--- config.mk ---
export PLATFORM = sky130hd
export DESIGN_NAME = montgomery_mult_param
export DESIGN_NICKNAME = d
export VERILOG_FILES = /design/src/rtl/montgomery_mult_param.sv
export SDC_FILE = /design/constraint.sdc
export NUM_CORES = 2
export LEC_CHECK = 0
export CORE_AREA = 5 5 445 447
export DETAILED_ROUTE_END_ITERATION = 12
export DIE_AREA = 0 0 450 452
export GPL_TIMING_DRIVEN = 0
export PLACE_DENSITY_LB_ADDON = 0.25
export SETUP_SLACK_MARGIN = 0.15
export SLEW_MARGIN = 20
export SYNTH_ARGS = -nofsm -noshare
export SYNTH_HDL_FRONTEND = slang
export SYNTH_SLANG_ARGS = --single-unit
export TNS_END_PERCENT = 10
--- constraint.sdc ---
create_clock -name clk -period 25.4 [get_ports clk]
set_input_delay 6.35 -clock clk [delete_from_list [all_inputs] [get_ports clk]]
set_output_delay 6.35 -clock clk [all_outputs]
set_load 0.05 [all_outputs]
--- src/rtl/montgomery_mult_param.sv ---
// Radix-2 Montgomery multiplier: out = A*B*2^(-W) mod N, valid/ready on both sides.
// Optional macro MONT_ODD_CHECK_EN adds an err output that flags an even modulus.
module montgomery_mult_param #(
  parameter int W  = 256,
  parameter int CW = $clog2(W+1)
) (
  input  logic         clk,
  input  logic         reset,
  input  logic         in_valid,
  output logic         in_ready,
  input  logic [W-1:0] A,
  input  logic [W-1:0] B,
  input  logic [W-1:0] N,
  output logic         out_valid,
  input  logic         out_ready,
  output logic [W-1:0] out,
  output logic         busy
`ifdef MONT_ODD_CHECK_EN
  ,
  output logic         err
`endif
);

  typedef enum logic [1:0] {
    S_IDLE,
    S_ITER,
    S_SUB,
    S_DONE
  } state_t;

  state_t         state_q, state_d;
  logic [W-1:0]   a_q, a_d;
  logic [W-1:0]   b_q, b_d;
  logic [W-1:0]   n_q, n_d;
  logic [W+1:0]   acc_q, acc_d;
  logic [CW-1:0]  cnt_q, cnt_d;
  logic           err_q, err_d;

  // One spare bit above acc so t + N cannot overflow before the shift.
  logic [W+2:0]   t_sum;
  logic [W+2:0]   r_sum;

  always_ff @(posedge clk) begin
    if (reset) begin
      state_q <= S_IDLE;
      a_q     <= '0;
      b_q     <= '0;
      n_q     <= '0;
      acc_q   <= '0;
      cnt_q   <= '0;
      err_q   <= 1'b0;
    end else begin
      state_q <= state_d;
      a_q     <= a_d;
      b_q     <= b_d;
      n_q     <= n_d;
      acc_q   <= acc_d;
      cnt_q   <= cnt_d;
      err_q   <= err_d;
    end
  end

  always_comb begin
    state_d = state_q;
    a_d     = a_q;
    b_d     = b_q;
    n_d     = n_q;
    acc_d   = acc_q;
    cnt_d   = cnt_q;
    err_d   = err_q;

    // a_q is shifted right every iteration, so a_q[0] is always bit cnt of A.
    t_sum = {1'b0, acc_q} + (a_q[0] ? {3'b000, b_q} : '0);
    r_sum = t_sum + (t_sum[0] ? {3'b000, n_q} : '0);

    unique case (state_q)
      S_IDLE: begin
        if (in_valid) begin
          a_d     = A;
          b_d     = B;
          n_d     = N;
          acc_d   = '0;
          cnt_d   = '0;
          err_d   = 1'b0;
          state_d = S_ITER;
`ifdef MONT_ODD_CHECK_EN
          if (!N[0]) begin
            err_d   = 1'b1;
            state_d = S_DONE;
          end
`endif
        end
      end
      S_ITER: begin
        acc_d = (W+2)'(r_sum >> 1);
        a_d   = a_q >> 1;
        cnt_d = cnt_q + CW'(1);
        if (cnt_q == CW'(W-1)) state_d = S_SUB;
      end
      S_SUB: begin
        if (acc_q >= {2'b00, n_q}) acc_d = acc_q - {2'b00, n_q};
        state_d = S_DONE;
      end
      S_DONE: begin
        if (out_ready) begin
          state_d = S_IDLE;
          err_d   = 1'b0;
        end
      end
      default: state_d = S_IDLE;
    endcase
  end

  assign in_ready  = (state_q == S_IDLE);
  assign out_valid = (state_q == S_DONE);
  assign busy      = (state_q == S_ITER) || (state_q == S_SUB);
  assign out       = acc_q[W-1:0];

`ifdef MONT_ODD_CHECK_EN
  assign err = err_q;
`else
  // Without the odd check err_q is held at zero; fold it in so nothing dangles.
  logic unused_err;
  assign unused_err = err_q;
`endif

endmodule

# Word level (Yosys, flattened, before mapping)
# Cells that the tools add are included.
dict set report totals {
  ram_bits 0
  input_bits 772
  n_memories 0
  latchBits 0
  output_inout_bits 259
  romBits 0
  word_cells 40
  regBits 1037
}
dict set report classes {
  bitwise_logic 0
  eq_ne 8
  multipliers 0
  mux 13
  n_reduce_logical 8
  div 0
  magnitude_cmp 1
  n_addsub 4
  shifts 0
}
# op n
set ops {}
lappend ops {{$pmux W258 S3} 1}
lappend ops {{$mux W256} 3}
lappend ops {{$mux W258} 2}
lappend ops {{$pmux W256 S2} 1}
lappend ops {{$add A258 B256 Y259} 1}
lappend ops {{$add A259 B256 Y259} 1}
lappend ops {{$ge A258 B256 Y1} 1}
lappend ops {{$sub A258 B256 Y258} 1}
lappend ops {{$pmux W9 S2} 1}
lappend ops {{$add A9 B1 Y9 const B} 1}
lappend ops {{$eq A9 B8 Y1 const B} 1}
lappend ops {{$mux W9} 1}
lappend ops {{$pmux W2 S4} 1}
lappend ops {{$mux W2} 3}
lappend ops {{$ne A2 B2 Y1 const B} 3}
lappend ops {{$reduce_and A3 Y1} 2}
lappend ops {{$eq A2 B2 Y1 const B} 2}
lappend ops {{$reduce_and A2 Y1} 2}
lappend ops {{$reduce_bool A3 Y1} 1}
lappend ops {{$eq A2 B1 Y1 const B} 1}
lappend ops {{$logic_not A2 Y1} 1}
lappend ops {{$ne A2 B1 Y1 const B} 1}
lappend ops {{$reduce_bool A2 Y1} 1}
lappend ops {{$logic_or A1 B1 Y1} 1}

# Logic depth before layout (Yosys ltp)
dict set report depth {
  word_depth 5
  depth_mapped 43
  ltp_nobuf 40
}

# Worst setup path after synthesis
# Ideal clock, no wire load.
dict set report synth_timing {
  path_kind {reg-to-reg}
  start {register a_q[0]}
  end {register acc_q[251]}
  setup_ns 0.137
  arrival_ns 8.937
  path_stages_with_launch 43
  t_required_ns 25.263
  slack_ns 16.326
  synth_period_minus_slack_ns 9.074
  n_path_buf 3
  path_cell_list {dfxtp_1 clkbuf_1 clkbuf_1 and2_1 ha_1 fa_1 a21o_1 a221oi_1 o21ai_0 a31oi_1 o21ai_1 nand4_1 nand3_1 a31oi_1 nand2b_1 o211ai_1 a211oi_1 o21ai_0 [... 7 more ...] clkbuf_1 nand4_1 or4_1 or3_1 or4_1 or3_1 o221ai_1 or2_2 o211ai_1 nand2b_1 and2_1 o221ai_1 a21oi_1 o21bai_1 a31oi_1 o21bai_1 xnor2_1 o221ai_1}
}
dict set report synth_via {
  elab_chain_cells 5
}
# item line
set synth_lines {}
lappend synth_lines {{start, declared} 32} ;# logic [W-1:0] a_q, a_d;
lappend synth_lines {{start signal, assigned} 46} ;# a_q <= '0;
lappend synth_lines {{start signal, assigned} 54} ;# a_q <= a_d;
lappend synth_lines {{$mux W256 (*)} 73} ;# t_sum = {1'b0, acc_q} + (a_q[0] ? {3'b000, b_q} : '0);
lappend synth_lines {{$add A258 B256 Y259 (*)} 73}
lappend synth_lines {{$mux W256} 74} ;# r_sum = t_sum + (t_sum[0] ? {3'b000, n_q} : '0);
lappend synth_lines {{$add A259 B256 Y259 (*)} 74}
lappend synth_lines {{$pmux W258 S3 (*)} 76} ;# unique case (state_q)
lappend synth_lines {{end signal, assigned} 49} ;# acc_q <= '0;
lappend synth_lines {{end signal, assigned} 57} ;# acc_q <= acc_d;
lappend synth_lines {{end, declared} 35} ;# logic [W+1:0] acc_q, acc_d;
# Every way passes the cells marked *; elsewhere a longest branch is shown, timed or not.
# A chain may end at the register's enable or synchronous reset.

# Worst setup path in the final report
# Same ends and word-level chain as after synthesis.

==> run summary <==
Power density over cell area: 93.5 nW/µm²
Tmin final: 15740 ps
Reg power frac: 22.4%
Worst vdd ir: 0.0000727 V
Psw: 5.77 mW
Drt pass-1 iters: 6
Longest Clk Path Bufs: 3
DR vias/cell: 6.39
Status: finished clean
First-pass GRT wire length: 703000 µm
TritonCTS clock tree: yes
Post-CTS setup buffer count: 0
Number of max-cap violations: 0
Buf+Inv Stages, Crit Path: 4
Die ar.: 203000 µm²
Worst slew pin tran: 1330 ps
Skew final: 90.7 ps
Avg WL per Cell: 27.3 µm
Lkg Pwr: 47.8 nW
Tcrit/Tclk final: 61.9%
Int Power: 5.14 mW
Setup crit start kind: flip-flop
Combinational power share: 60.0%
Clock latency on the worst-skew pair: 870 ps
RSZ-0062 raised after global routing: no
Hold-fix buffers, CTS: 0
Required time worst endpoint: 26070 ps
Hpwl dp: 414000 µm
Ys async rst share: 0%
Syn avg cell area: 6.90 µm²
Die Ht: 452 µm
Reg clk slew, reported paths: 60 ps
Clock Sinks: 1037
Number of synthesized flops with an enable pin: 0
Synth Flop Type: dfxtp_1
Yosys cell types: 90
Starting density of the core: 50.5%
Antenna violation net count after detailed routing: 0
Clk root buf: clkbuf_16
Area of placed instances: 112000 µm²
Final Hold Vio Count: 0
Largest fanout on the critical path: 10
Final Instance Area: 117000 µm²
Rows: 162
Critical Path Slowest Stage Cell: o221ai_1
CP max stage delay: 950 ps
Port Buffers: 1029
Slew Limit Fails: 0
Nets: 16912
CTS resizes: 0
Clock network fraction of total power: 17.7%
H-tree levels: 3
Top cell by count, worst path: o21ai_0
Syn nets: 15731
Crit Path Class: reg -> reg
DRC viols: 0
Area Growth Syn to Fin: 19.2%
Peak Freq: 63.6 MHz
Total power: 10.9 mW
GP Congestion: 1.09
Top delay family on crit path: compound AO/OA/AOI/OAI gates
Seq/Total Area, Yosys: 21.2%
Grt ovf: 0
Vias in the first global route: 106125
Largest net degree at the start of global routing: 22
Placeable Area: 194000 µm²
Via count: 115357
Post-Syn Area: 97900 µm²
Die width: 450 µm
Total wire length: 494000 µm
DRT iter0 DRCs: 15392
CTS Buf Count: 120
Setup_tns: 0 ps
Final setup fails: 0
Initial antenna violation count: 69
Mapped Cells: 14183
Hold slack: 449 ps
GRT Total Usage: 45.6%
Yosys warns: 0
Arr. time, crit path: 16400 ps
Max-slew headroom: 10.6%
Switching share of total power: 52.9%
Num ports: 1031
Worst hold path type: reg -> reg
Critical Path End Type: flip-flop
#FFs+latches synth: 1037
Layout cells sized above 1: 4.40%
==> metal layers <==
| layer | track usage [%] | vias up | routed length, µm | part of all wire [%] |
|---|---|---|---|---|
| li1 | - | 52455 | - | - |
| met3 | 14.5 | 1339 | 67200 | 14 |
| met5 | 0 | - | 278 | 0.056 |
| met2 | 65.3 | 7193 | 195000 | 40 |
| met4 | 24.0 | 36 | 32700 | 6.6 |
| met1 | 61.0 | 54334 | 198000 | 40 |
==> area by class of cell <==
class | count | area [µm²]
Clock buffer | 153 | 3300
Timing Repair Buffer | 1059 | 10900
Fill cell | 18371 | 77200
Tap cell | 2542 | 3180
Sequential cell | 1037 | 20800
Inverter | 505 | 1900
Clock inverter | 73 | 1030
Buffer | 1116 | 5230
Multi-Input combinational cell | 11525 | 70200
Antenna cell | 46 | 115
==> Yosys cell counts (all sizes together), types with 26 or more instances <==
cell type | count | area (µm²)
o21ai | 944 | 4720
and3 | 26 | 163
buf | 303 | 2110
nand3 | 199 | 1000
clkbuf | 813 | 3050
ha | 773 | 9670
xor2 | 308 | 2700
nor2 | 1069 | 4010
or3 | 50 | 313
nand4 | 424 | 2650
o221ai | 30 | 263
or2 | 56 | 350
a21o | 382 | 2870
o31ai | 69 | 537
a22oi | 133 | 998
nor4 | 66 | 413
mux2i | 259 | 2590
nand2b | 71 | 444
nand2 | 2234 | 8390
dfxtp | 1037 | 20800
a221oi | 40 | 350
nor2b | 50 | 313
xnor2 | 444 | 3890
nor3 | 197 | 986
o21bai | 255 | 1930
a21oi | 1943 | 9730
a21boi | 69 | 518
a211oi | 304 | 2280
o21a | 104 | 781
o22ai | 117 | 732
o211ai | 36 | 270
and2 | 535 | 3350
inv | 505 | 1900
a31oi | 103 | 657
==> worst paths after layout <==
kind                        endpoint                   from  cells after the start  slack [ps]
max reg2reg  acc_q[251]$_SDFFE_PP0P_    a_q[0]$_SDFFE_PP0P_                     43        9660
min            b_q[105]$_SDFFE_PP0P_  b_q[105]$_SDFFE_PP0P_                      2         450
min reg2reg    b_q[105]$_SDFFE_PP0P_  b_q[105]$_SDFFE_PP0P_                      2         450
max          acc_q[251]$_SDFFE_PP0P_    a_q[0]$_SDFFE_PP0P_                     43        9660
==> logic make-up (layout without fill, tap and decap cells) <==
group	Yosys count	count (layout)	synth area share [%]
simple gates	5058	5058	23.6
compound gates	4680	4680	28.7
buf+inv	1621	2906	7.21
flops	1037	1037	21.2
fa+ha+maj	776	776	9.94
xor+xnor	752	752	6.73
mux	259	259	2.65
other cells	0	46	0
==> flip-flops by register name, summed over array words and instances (netlist names) <==
name	flops
state_q	2
n_q	256
b_q	256
cnt_q	9
acc_q	258
a_q	256
==> power groups by stage <==
stage,logic [mW],registers [mW],clock network [mW]
finish,6.54,2.44,1.92
global route,6.89,2.45,1.98
CTS,6.25,2.41,1.92
detailed placement,6.21,2.43,0
global placement,6.12,2.42,0
floorplan,4.07,2.22,0
==> through the flow <==
stage / cells / setup slack (ps) / utilization [%]
floorplan: 14183 / 16330 / -
global placement: 17754 / 8240 / 57.5
detailed placement: 17783 / 10670 / 57.9
CTS: 18009 / 10560 / 60.1
global route: 18036 / 9490 / 60.2
finish: 18056 / 9660 / 60.2
==> layout by cell type (no fill, tap or decap), types with 63 or more instances in the layout <==
master / instances
and2_1: 534
nand3_1: 198
nand4_1: 424
a21boi_0: 66
buf_4: 260
nor3_1: 195
nand2_1: 2234
xnor2_1: 444
ha_1: 773
o21bai_1: 253
clkbuf_16: 120
clkbuf_1: 779
o21a_1: 104
nor2_1: 1069
o22ai_1: 117
mux2i_1: 259
dfxtp_1: 1037
nor4_1: 63
nand2b_1: 71
a211oi_1: 301
xor2_1: 308
a31oi_1: 99
a21o_1: 382
clkdlybuf4s50_1: 1029
o31ai_1: 63
a22oi_1: 133
o21ai_0: 925
a21oi_1: 1941
inv_1: 503
==> tightest hold or removal path: cells and delay by family, from the launching register on <==
family	cells	cell delay (ps)
AOI/OAI and AO/OA	1	50
DFF	1	300
and+or+nand+nor	1	50
No activity file was read; power rests on OpenSTA's default activity.
